===== config.mk =====
export PLATFORM = sky130hd
export DESIGN_NAME = coef_updater
export DESIGN_NICKNAME = d
export VERILOG_FILES = /design/src/rtl/coef_updater_pkg.sv /design/src/rtl/coef_updater_grad_accum.sv /design/src/rtl/coef_updater.sv
export SDC_FILE = /design/constraint.sdc
export NUM_CORES = 1
export LEC_CHECK = 0
export CAP_MARGIN = 20
export CORE_UTILIZATION = 45
export DETAILED_ROUTE_END_ITERATION = 12
export GPL_ROUTABILITY_DRIVEN = 0
export PLACE_DENSITY = 0.71
export SLEW_MARGIN = 0
export SYNTH_ARGS = -nofsm -noshare
export SYNTH_HDL_FRONTEND = slang
export SYNTH_SLANG_ARGS = --single-unit

===== constraint.sdc =====
create_clock -name clk -period 32.3 [get_ports clk]
set_input_delay 4.845 -clock clk [delete_from_list [all_inputs] [get_ports clk]]
set_output_delay 4.845 -clock clk [all_outputs]
set_load 0.02 [all_outputs]

===== src/rtl/coef_updater_pkg.sv =====
// coef_updater_pkg: shared Q10.10 constants, FSM state type and clog2 helper
package coef_updater_pkg;
  localparam int FRAC_BITS = 10;
  localparam int DATA_W = 20;
  typedef enum logic [1:0] {IDLE, ACCUM, UPDATE, DONE} state_t;
  function automatic int clog2(input int v);
    int r;
    r = 0;
    for (int i = 0; (1 << i) < v; i++) r = i + 1;
    return r;
  endfunction
endpackage


===== src/rtl/coef_updater_grad_accum.sv =====
// grad_accum: batch gradient accumulators sumE and sumEX (clk, reset, clear, en, x, e -> sum_e, sum_ex)
module grad_accum
  import coef_updater_pkg::*;
#(
  parameter int N_SAMPLES = 64,
  localparam int SE_W = DATA_W + clog2(N_SAMPLES) + 1,
  localparam int SEX_W = 2 * DATA_W + clog2(N_SAMPLES) + 1
) (
  input  logic                     clk,
  input  logic                     reset,
  input  logic                     clear,
  input  logic                     en,
  input  logic signed [DATA_W-1:0] x,
  input  logic signed [DATA_W-1:0] e,
  output logic signed [SE_W-1:0]   sum_e,
  output logic signed [SEX_W-1:0]  sum_ex
);
  logic signed [2*DATA_W-1:0] prod;
  assign prod = e * x;
  always_ff @(posedge clk) begin
    if (reset || clear) begin
      sum_e  <= '0;
      sum_ex <= '0;
    end else if (en) begin
      sum_e  <= sum_e + {{(SE_W-DATA_W){e[DATA_W-1]}}, e};
      sum_ex <= sum_ex + {{(SEX_W-2*DATA_W){prod[2*DATA_W-1]}}, prod};
    end
  end
endmodule


===== src/rtl/coef_updater.sv =====
// coef_updater: batch gradient descent on B0/B1 from the E/X stream
// Ports: clk, reset (sync, active-high), start, en/X/E sample input with ready,
// B0/B1 coefficients (Q10.10), epoch_done pulse on each update, done after EPOCHS.
module coef_updater
  import coef_updater_pkg::*;
#(
  parameter int N_SAMPLES = 64,
  parameter int EPOCHS = 16,
  parameter int ALPHA_SHIFT = 6,
  parameter logic [DATA_W-1:0] B0_INIT = 20'h00000,
  parameter logic [DATA_W-1:0] B1_INIT = 20'h00000
) (
  input  logic                     clk,
  input  logic                     reset,
  input  logic                     start,
  input  logic                     en,
  input  logic signed [DATA_W-1:0] X,
  input  logic signed [DATA_W-1:0] E,
  output logic                     ready,
  output logic [DATA_W-1:0]        B0,
  output logic [DATA_W-1:0]        B1,
  output logic                     epoch_done,
  output logic                     done
);
  localparam int CW = clog2(N_SAMPLES);
  localparam int EW = clog2(EPOCHS + 1);
  localparam int SE_W = DATA_W + CW + 1;
  localparam int SEX_W = 2 * DATA_W + CW + 1;
  state_t state, nxt;
  logic [CW-1:0] sample_cnt;
  logic [EW-1:0] epoch_cnt;
  logic take, clear, begin_run, last_sample, last_epoch;
  logic signed [SE_W-1:0] sum_e, sh_e;
  logic signed [SEX_W-1:0] sum_ex, sh_ex;
  assign ready = state == ACCUM;
  assign done = state == DONE;
  assign take = ready && en;
  assign begin_run = (state == IDLE || state == DONE) && start;
  assign last_sample = sample_cnt == CW'(N_SAMPLES - 1);
  assign last_epoch = epoch_cnt == EW'(EPOCHS - 1);
  // sumEX is Q20.20, so the extra FRAC_BITS shift brings it back to Q10.10
  assign sh_e = sum_e >>> ALPHA_SHIFT;
  assign sh_ex = sum_ex >>> (FRAC_BITS + ALPHA_SHIFT);
  always_comb begin
    nxt = state;
    clear = begin_run;
    case (state)
      IDLE, DONE: nxt = start ? ACCUM : state;
      ACCUM: nxt = (take && last_sample) ? UPDATE : ACCUM;
      UPDATE: begin
        nxt = last_epoch ? DONE : ACCUM;
        clear = 1'b1;
      end
      default: nxt = IDLE;
    endcase
  end
  grad_accum #(.N_SAMPLES(N_SAMPLES)) u_accum (
    .clk(clk),
    .reset(reset),
    .clear(clear),
    .en(take),
    .x(X),
    .e(E),
    .sum_e(sum_e),
    .sum_ex(sum_ex)
  );
  always_ff @(posedge clk) begin
    if (reset) begin
      state <= IDLE;
      sample_cnt <= '0;
      epoch_cnt <= '0;
      B0 <= B0_INIT;
      B1 <= B1_INIT;
      epoch_done <= 1'b0;
    end else begin
      state <= nxt;
      epoch_done <= state == UPDATE;
      if (clear) sample_cnt <= '0;
      else if (take) sample_cnt <= sample_cnt + 1'b1;
      if (begin_run) epoch_cnt <= '0;
      else if (state == UPDATE && !last_epoch) epoch_cnt <= epoch_cnt + 1'b1;
      if (state == UPDATE) begin
        B0 <= B0 + sh_e[DATA_W-1:0];
        B1 <= B1 + sh_ex[DATA_W-1:0];
      end
    end
  end
endmodule


# ---- Yosys cells after proc, flatten, opt, wreduce, memory -nomap -nowiden
# Index checks and enable logic that the tools add are counted.
dict set report op_classes {
  n_bitwise 0
  div_mod_pow 0
  mux 5
  n_reduce_logical 11
  multipliers 1
  n_eq_ne 6
  n_addsub 6
  magnitude_cmp 0
  shift 0
}
# op n
set ops {}
lappend ops {{adder 47 bit} 1}
lappend ops {{adder 20 bit} 2}
lappend ops {{multiplier 20 x 20 -> 40 bit} 1}
lappend ops {{adder 27 bit} 1}
lappend ops {{adder 6 x 1 -> 6 bit, second input constant} 1}
lappend ops {{equality test 6 bit, second input constant} 1}
lappend ops {{2-to-1 mux 2 bit} 3}
lappend ops {{case mux 2 bit (3 select lines)} 1}
lappend ops {{OR reduction 2 bit} 3}
lappend ops {{adder 5 x 1 -> 5 bit, second input constant} 1}
lappend ops {{equality test 5 x 4 -> 1 bit, second input constant} 1}
lappend ops {{equality test 2 bit, second input constant} 2}
lappend ops {{logical AND 1 bit} 4}
lappend ops {{equality test 2 x 1 -> 1 bit, second input constant} 1}
lappend ops {{logical NOT 2 bit} 1}
lappend ops {{logical OR 1 bit} 2}
lappend ops {{!= test 2 bit, second input constant} 1}
lappend ops {{logical NOT 1 bit} 1}
lappend ops {{2-to-1 mux 1 bit} 1}
dict set report totals {
  latchBits 0
  ram_bits 0
  memories 0
  mem_bits_ro 0
  output_inout_bits 43
  reg_bits 128
}

# ---- Depth between registers and ports, before layout
# Gate-level depths: netlist (run 1).
dict set report depth {
  depth_word 5
  depth_mapped 37
  mapped_depth_nobuf 36
}

# ---- Hierarchy
# A second synthesis (run 1) with hierarchy kept.
dict set report unflattened {
  cells_unflattened 2862
  area_unflattened_um2 25075.3
}
# mod seq_area_each_um2 cells_per_inst area_per_inst_um2 n_inst
set by_module_without_submodules {}
lappend by_module_without_submodules {grad_accum 1481.4 2400 21185.3 1}
lappend by_module_without_submodules {coef_updater 1081.0 462 3890.0 1}

# ---- Least setup slack after synthesis (run 1)
# Ideal clock, no wire load.
dict set report synth_path {
  path_type {input-to-reg}
  from {in E[6]}
  to {reg u_accum.sum_ex[35]}
  path_stages 35
  arrival_ns 13.556
  path_slack_ns 18.673
  required_ns 32.230
  path_cell_list {clkbuf_1 -> and2_1 -> fa_1 -> inv_1 -> fa_1 -> fa_1 -> inv_1 -> fa_1 -> fa_1 -> fa_1 -> inv_1 -> fa_1 -> inv_1 -> ha_1 -> clkbuf_1 -> a21o_1 -> or4_1 -> a211oi_1 -> nor2_1 -> and2_1 -> a21o_1 -> a21oi_1 -> xnor2_1 -> ha_1 -> o21a_1 -> nor2_1 -> o31a_1 -> or4_1 -> a211o_1 -> a211o_1 -> a31oi_1 -> o21ai_0 -> and3_1 -> or4_1 -> a21oi_1}
}
dict set report synth_between {
  elab_chain_cells 2
}
# element line_no
set synth_rtl {}
lappend synth_rtl {{from (decl)} coef_updater.sv:18} ;# input logic signed [DATA_W-1:0] E,
lappend synth_rtl {{multiplier 20 x 20 -> 40 bit} coef_updater_grad_accum.sv:19} ;# assign prod = e * x;
lappend synth_rtl {{adder 47 bit} coef_updater_grad_accum.sv:26} ;# sum_ex <= sum_ex + {{(SEX_W-2*DATA_W){prod[2*DATA_W-1]}}, prod};
lappend synth_rtl {{to (signal assigned)} coef_updater_grad_accum.sv:26}
lappend synth_rtl {{to (decl)} coef_updater_grad_accum.sv:16} ;# output logic signed [SEX_W-1:0] sum_ex
# No other way between the ends.
# A chain may end at the register's enable or synchronous reset.

# ---- Worst setup path in the final report (run 1)
# Same ends and word-level chain as after synthesis.

==> results.toml, run 1 <==
[outcome]
status = "finished clean"

[clock_network]
cts_sinks = 116
post_cts_buffers = 0
cts.reportedPaths.clkPinSlew_ns = 0.06
cts_buffers = 17
cts_max_level = 4
cts_root_buf = "clkbuf_16"
cts_tree = "built"
insertion_delay_ns = 0.44
cts_resized = 0
clockBufferDepth = 2
postCtsHoldBufs = 0

[routing]
via_per_inst = 5.27
firstDrtPassIters = 5
post_drt_wl_per_cell_um = 15.8
drcViolationCount = 0
via_count = 17538
totalWireLength_um = 52700
drt_iter0_drc = 736
drtAntennaViolNets = 0

[timing]
timing.slew.headroom = 0.330
hold_viol = 0
tightest_slew_ns = 1.00
fmax_mhz = 67.7
report.final.slew_viol_count = 0
fin_crit_sh = 0.457
final.min_clock_period_ns = 14.77
finalSetupViolations = 0
rsz0062_at_grt = "no"
fin_setup_tns_ns = 0
fin_skew_ns = 0.0151

[synthesis]
ys_top_cells_by_area = "fa_1 34%, ha_1 12%, dfxtp_1 10%"
synth_seq_cells = 116
synth_top_area_frac = 0.341
synth_commonest_cells = "476 x inv_1, 387 x fa_1, 294 x nand2_1"
ys_types = 56
synthCells = 2643
yosysSeqAreaShare = 0.102
ys.flop_type = "dfxtp_1"
ys_warn_count = 0
syn_area_per_cell_um2 = 8.59
synth_top_cell_by_area = "fa_1"
synth_edf_count = 0
synth.most_common_cell = "inv_1"
syn_area_um2 = 22700
async_flop_share = 0
synth_nets = 3283

[global_route]
grt_usage = 0.216
first_global_vias = 18417
grt_max_degree = 70
antenna_found_initial = 0
grt_pass1_wl_um = 89000
gr-total-overflow = 0

[finish]
fin_nets = 3293
drive_above_1_share = 0.0206
fin_util = 0.500
syn_to_final_growth_pct = 8.70
num_antenna_cells = 0

[critical_path]
crit_path_top_delay_cell = "clkdlybuf4s50_1"
required_ns = 32.67
crit_type = "primary input to flip-flop"
crit_path_start_kind = "primary input"
cpPeakStageDelay_ns = 0.91
cp_common_cell = "fa_1"
crit_arrival_ns = 15.14
critPathMaxFanout = 21
endpoint_kind = "flip-flop"

[worst_hold_path]
hold_path.class = "flip-flop to flip-flop"

[place]
dpl.hpwl_um = 42400
portBuffers = 86

[floorplan]
start_util = 0.460
fp.dieW_um = 227
dieArea_um2 = 51300
io_pins = 87
die_h_um = 227
core_um2 = 49400
row_count = 81

[run]
maxCapViolations = 0
path summary, 6_finish.rpt:
kind | startpoint | endpoint | slack [ns] | cells past startpoint
setup / recovery | E[6] | u_accum.sum_ex[35] | 17.53 | 34
setup reg to reg | u_accum.sum_e[1] | u_accum.sum_e[25] | 28.38 | 12
hold / removal | u_accum.sum_ex[7] | u_accum.sum_ex[7] | 0.46 | 2
hold reg to reg | u_accum.sum_ex[7] | u_accum.sum_ex[7] | 0.46 | 2
layer usage:
layer | track usage | vias up | routed length (µm)
met5 | 0 | - | 0
met4 | 0.0650 | 0 | 1420
met3 | 0.0241 | 93 | 1920
met2 | 0.397 | 373 | 28000
met1 | 0.265 | 8787 | 21400
li1 | - | 8285 | -
critical path, delay by kind of cell:
kind	cells	cell delay (ns)
compound gates	11	2.39
fa+ha+maj	9	4.27
xor+xnor	1	0.14
buf+inv	5	1.12
simple gates	8	2.35
flip-flops by register name, indices dropped and copies added (netlist names):
name and cells:
u_accum.sum_ex 36, epoch_cnt 5, B1 20, state 2
u_accum.sum_e 26, sample_cnt 6, B0 20, epoch_done 1
cells by family (layout without fill, tap and decap cells):
kind of cell / after synthesis / in the layout / share of synthesized area
AOI/OAI and AO/OA: 381 / 381 / 0.106
xor gates and xnor gates: 137 / 137 / 0.0529
adders and majority gates: 596 / 596 / 0.457
buffers and inverters: 588 / 611 / 0.0972
DFF: 116 / 116 / 0.102
muxes: 32 / 32 / 0.0141
and+or+nand+nor: 793 / 793 / 0.171
per-stage QoR:
stage	instance area (µm²)	hold WS, ns	cells	worst slack, ns
final	24700	0.457	3330	17.53
after global routing	24700	0.469	3330	16.96
after floorplan	22700	0.436	2643	18.67
after CTS	24700	0.458	3330	17.55
after global placement	24100	0.444	3298	17.29
after detailed placement	24100	0.449	3298	17.10
final cells by class:
type / count / area [µm²]
Tap cell: 664 / 831
Timing Repair Buffer: 103 / 988
Fill cell: 4618 / 24700
Clock buffer: 17 / 425
Multi-Input combinational cell: 1939 / 18200
Clock inverter: 15 / 144
Sequential cell: 116 / 2320
Inverter: 476 / 1790
cells in the final DEF (no fill, tap or decap), types with 12 or more instances in the layout:
cell type        Yosys  layout
inv_1              476     476
fa_1               387     387
nand2_1            294     293
and2_1             239     238
ha_1               209     208
a21oi_1            143     143
nor2_1             127     127
dfxtp_1            116     116
xnor2_1             99      99
clkdlybuf4s50_1      0      86
a21o_1              58      58
o21ai_0             52      52
xor2_1              38      38
mux2i_1             32      32
nor3_1              25      25
nand2b_1            24      24
nand3_1             24      24
a211oi_1            22      22
o21bai_1            20      20
o21a_1              18      18
clkbuf_16            0      17
buf_4                0      17
or3_1               12      12
Power of run 1 is not shown: default switching activity piles up to over one toggle a cycle in this logic, so the estimate is an artifact.
==> inputs of run 2 (changes only) <==
--- a/config.mk
+++ b/config.mk
@@ -9,7 +9,7 @@
 export CORE_UTILIZATION = 45
 export DETAILED_ROUTE_END_ITERATION = 12
 export GPL_ROUTABILITY_DRIVEN = 0
-export PLACE_DENSITY = 0.71
+export PLACE_DENSITY = 0.73
 export SLEW_MARGIN = 0
 export SYNTH_ARGS = -nofsm -noshare
 export SYNTH_HDL_FRONTEND = slang
==> constraint.sdc (replaced) <==
create_clock -name clk -period 13.2 [get_ports clk]
set_input_delay 1.98 -clock clk [delete_from_list [all_inputs] [get_ports clk]]
set_output_delay 1.98 -clock clk [all_outputs]
set_load 0.02 [all_outputs]
==> results.toml, run 2 (synthesized netlist as in run 1, its figures left out) <==
[outcome]
status = "finished clean"

[routing]
post_drt_wl_per_cell_um = 16.2
totalWireLength_um = 54000
drtAntennaViolNets = 0
drcViolationCount = 0
via_per_inst = 5.30
via_count = 17679
firstDrtPassIters = 5
drt_iter0_drc = 830

[critical_path]
endpoint_kind = "flip-flop"
crit_type = "primary input to flip-flop"
cpPeakStageDelay_ns = 0.81
crit_path_start_kind = "primary input"
crit_arrival_ns = 12.20
required_ns = 13.56
crit_path_top_delay_cell = "clkdlybuf4s50_1"
critPathMaxFanout = 20
cp_common_cell = "fa_1"

[clock_network]
cts_buffers = 17
post_cts_buffers = 0
cts_resized = 0
cts_sinks = 116
cts.reportedPaths.clkPinSlew_ns = 0.06
cts_tree = "built"
insertion_delay_ns = 0.44
cts_max_level = 4
postCtsHoldBufs = 0
cts_root_buf = "clkbuf_16"
clockBufferDepth = 2

[run]
maxCapViolations = 0

[timing]
finalSetupViolations = 0
fmax_mhz = 84.5
hold_ws_ns = 0.456
fin_skew_ns = 0.0145
hold_viol = 0
rsz0062_at_grt = "no"
tightest_slew_ns = 0.966
report.final.slew_viol_count = 0
fin_setup_tns_ns = 0
final.min_clock_period_ns = 11.83
timing.slew.headroom = 0.354
fin_crit_sh = 0.897

[place]
portBuffers = 86
placed_cell_area_um2 = 24200
dpl.hpwl_um = 44100

[finish]
final_common_cell = "inv_1"
syn_to_final_growth_pct = 9.07
largest_reg_flops = 36
fin_util = 0.502
fin_area_um2 = 24800
fin_nets = 3300
final_cell_mix = "476 x inv_1, 387 x fa_1, 293 x nand2_1"
drive_above_1_share = 0.0228
reg_top3 = "u_accum.sum_ex: 36 flops, u_accum.sum_e: 26 flops"
regMostFlops = "u_accum.sum_ex"

[floorplan]
core_um2 = 49400
die_h_um = 227
start_util = 0.460
fp.dieW_um = 227
row_count = 81
io_pins = 87
dieArea_um2 = 51300

[global_route]
grt_pass1_wl_um = 92200
grt_usage = 0.225
antenna_found_initial = 2
gr-total-overflow = 0
grt_max_degree = 70
first_global_vias = 19183

[worst_hold_path]
hold_path.class = "flip-flop to flip-flop"
[run 2: final cells by class]
type	instances	area (µm²)
Fill cell	4667	24600
Timing Repair Buffer	110	1040
Multi-Input combinational cell	1939	18200
Inverter	476	1790
Antenna cell	1	2.50
Sequential cell	116	2320
Clock inverter	12	143
Tap cell	664	831
Clock buffer	20	457
[run 2: per-layer routing]
| metal | up-vias | wire, µm | GRT usage |
|---|---|---|---|
| li1 | 8306 | - | - |
| met1 | 8847 | 21600 | 0.268 |
| met2 | 406 | 28000 | 0.402 |
| met3 | 118 | 2300 | 0.0330 |
| met4 | 2 | 2050 | 0.0929 |
| met5 | - | 12 | 0 |
[run 2: metrics by stage]
stage,worst slack [ns],instances
floorplan,2.44,2643
global placement,1.32,3305
detailed placement,1.00,3305
CTS,1.42,3337
global route,0.914,3338
finish,1.37,3338
[run 2: worst max-delay path: cells and delay by family]
kind | cells | cell delay [ns]
adders and majority gates | 9 | 4.26
xor gates and xnor gates | 1 | 0.14
AOI/OAI and AO/OA | 11 | 2.48
and+or+nand+nor | 8 | 2.27
buffers and inverters | 5 | 1.04
[run 2: worst paths after layout]
path,from,slack (ns),cells past startpoint,endpoint
worst max-delay path,X[7],1.37,34,u_accum.sum_ex[35]
worst min-delay path,u_accum.sum_ex[10],0.46,2,u_accum.sum_ex[10]
worst max register to register,u_accum.sum_e[1],9.26,12,u_accum.sum_e[25]
worst min register to register,u_accum.sum_ex[10],0.46,2,u_accum.sum_ex[10]
Power of run 2 is left out for the same reason.
==> inputs of run 3 (changes only) <==
--- a/config.mk
+++ b/config.mk
@@ -5,11 +5,13 @@
 export SDC_FILE = /design/constraint.sdc
 export NUM_CORES = 1
 export LEC_CHECK = 0
+export ABC_AREA = 1
 export CAP_MARGIN = 20
 export CORE_UTILIZATION = 45
+export CTS_CLUSTER_DIAMETER = 50
 export DETAILED_ROUTE_END_ITERATION = 12
 export GPL_ROUTABILITY_DRIVEN = 0
-export PLACE_DENSITY = 0.73
+export PLACE_DENSITY = 0.71
 export SLEW_MARGIN = 0
 export SYNTH_ARGS = -nofsm -noshare
 export SYNTH_HDL_FRONTEND = slang
==> constraint.sdc (replaced) <==
create_clock -name clk -period 13.6 [get_ports clk]
set_input_delay 2.04 -clock clk [delete_from_list [all_inputs] [get_ports clk]]
set_output_delay 2.04 -clock clk [all_outputs]
set_load 0.02 [all_outputs]
==> results.toml, run 3 <==
[outcome]
status = "finished clean"

[routing]
post_drt_wl_per_cell_um = 14.5
firstDrtPassIters = 6
drcViolationCount = 0
via_count = 20971
via_per_inst = 5.03
drtAntennaViolNets = 0
drt_iter0_drc = 1387
totalWireLength_um = 60600

[floorplan]
start_util = 0.458
io_pins = 87
fp.dieW_um = 237
row_count = 85
core_um2 = 54100
dieArea_um2 = 56000
die_h_um = 237

[clock_network]
cts_sinks = 116
clockBufferDepth = 2
cts_resized = 0
post_cts_buffers = 0
insertion_delay_ns = 0.44
cts.reportedPaths.clkPinSlew_ns = 0.05
cts_max_level = 4
cts_tree = "built"
postCtsHoldBufs = 0
cts_buffers = 17
cts_root_buf = "clkbuf_16"

[global_route]
first_global_vias = 20450
grt_max_degree = 64
gr-total-overflow = 0
grt_pass1_wl_um = 101000
grt_usage = 0.222
antenna_found_initial = 0

[synthesis]
synth_nets = 4081
synth_seq_cells = 116
ys_types = 55
synth.most_common_cell = "inv_1"
syn_area_um2 = 24800
syn_area_per_cell_um2 = 7.20
yosysSeqAreaShare = 0.0937
synth_top_area_frac = 0.313
synthCells = 3441
async_flop_share = 0
synth_commonest_cells = "923 x inv_1, 720 x nand2_1, 387 x fa_1"
ys_top_cells_by_area = "fa_1 31%, inv_1 14%, nand2_1 11%"
synth_top_cell_by_area = "fa_1"
ys.flop_type = "dfxtp_1"
synth_edf_count = 0
ys_warn_count = 0

[timing]
final.min_clock_period_ns = 10.16
hold_ws_ns = 0.462
fin_skew_ns = 0.00604
finalSetupViolations = 0
timing.slew.headroom = 0.283
tightest_slew_ns = 1.07
fin_setup_tns_ns = 0
report.final.slew_viol_count = 0
fmax_mhz = 98.4
rsz0062_at_grt = "no"
fin_crit_sh = 0.747
hold_viol = 0

[critical_path]
required_ns = 13.98
cp_common_cell = "fa_1"
cpPeakStageDelay_ns = 0.74
crit_path_start_kind = "primary input"
critPathMaxFanout = 11
crit_path_top_delay_cell = "clkdlybuf4s50_1"
crit_type = "primary input to flip-flop"
crit_arrival_ns = 10.53
endpoint_kind = "flip-flop"

[place]
portBuffers = 86
dpl.hpwl_um = 49700

[finish]
syn_to_final_growth_pct = 8.54
final_cell_mix = "922 x inv_1, 720 x nand2_1, 387 x fa_1"
largest_reg_flops = 36
final_common_cell = "inv_1"
fin_nets = 4106
reg_top3 = "u_accum.sum_ex: 36 flops, u_accum.sum_e: 26 flops"
regMostFlops = "u_accum.sum_ex"
drive_above_1_share = 0.0386

[worst_hold_path]
hold_path.class = "flip-flop to flip-flop"

[run]
maxCapViolations = 0
-- run 3: cell types whose count changed in the layout (fill, tap and decap cells not counted), moves of 32 or more --
cell	change
mux2i_1	-32
nor2_1	+130
nand2_1	+427
inv_1	+446
xnor2_1	-66
o21ai_0	+70
and2_1	-238
nand3_1	+63
-- run 3: cell families after synthesis --
logic type               share of synthesized area
buffers and inverters                        0.159
adder cells (fa/ha/maj)                      0.418
flip-flops                                  0.0937
AO/OA/AOI/OAI                                0.103
XOR/XNOR                                    0.0343
AND/OR/NAND/NOR                              0.192
-- run 3: per-stage QoR --
step	setup WS [ns]	instance area, µm²	utilization	instances
2_1_floorplan	4.50	24800	-	3441
3_3_place_gp	3.16	26300	0.486	4143
3_5_place_dp	3.06	26300	0.486	4143
4_1_cts	3.50	26900	0.497	4172
5_1_grt	2.94	26900	0.497	4172
6_report	3.44	26900	0.497	4173
-- run 3: area by class of cell --
class / count / area (µm²)
multi-input cells: 2285 / 18500
clock inverters: 7 / 100
diodes: 1 / 2.50
fillers: 5391 / 27200
repair buffers: 119 / 1110
flip-flops and latches: 116 / 2320
well taps: 696 / 871
clock buffers: 22 / 484
inverters: 927 / 3480
-- run 3: critical path, delay by kind of cell --
kind	cells	cell delay, ns
XOR/XNOR	1	0.23
buffers and inverters	6	1.29
adder cells (fa/ha/maj)	9	4.31
AND/OR/NAND/NOR	12	1.34
AO/OA/AOI/OAI	7	1.31
-- run 3: final timing paths --
| kind | startpoint | endpoint | slack (ns) | depth (start not counted) |
|---|---|---|---|---|
| worst max register to register | state[1] | sample_cnt[5] | 10.83 | 11 |
| worst max-delay path | E[0] | u_accum.sum_ex[35] | 3.44 | 35 |
| worst min-delay path | B1[19] | B1[19] | 0.46 | 1 |
| worst min register to register | B1[19] | B1[19] | 0.46 | 1 |
-- run 3: metal layers --
layer,track usage,up-vias,wire length (µm)
met2,0.385,550,29800
li1,-,10306,-
met4,0.0592,0,1230
met5,0,-,0
met1,0.291,10038,26200
met3,0.0265,77,3290
Power of run 3 is left out for the same reason.
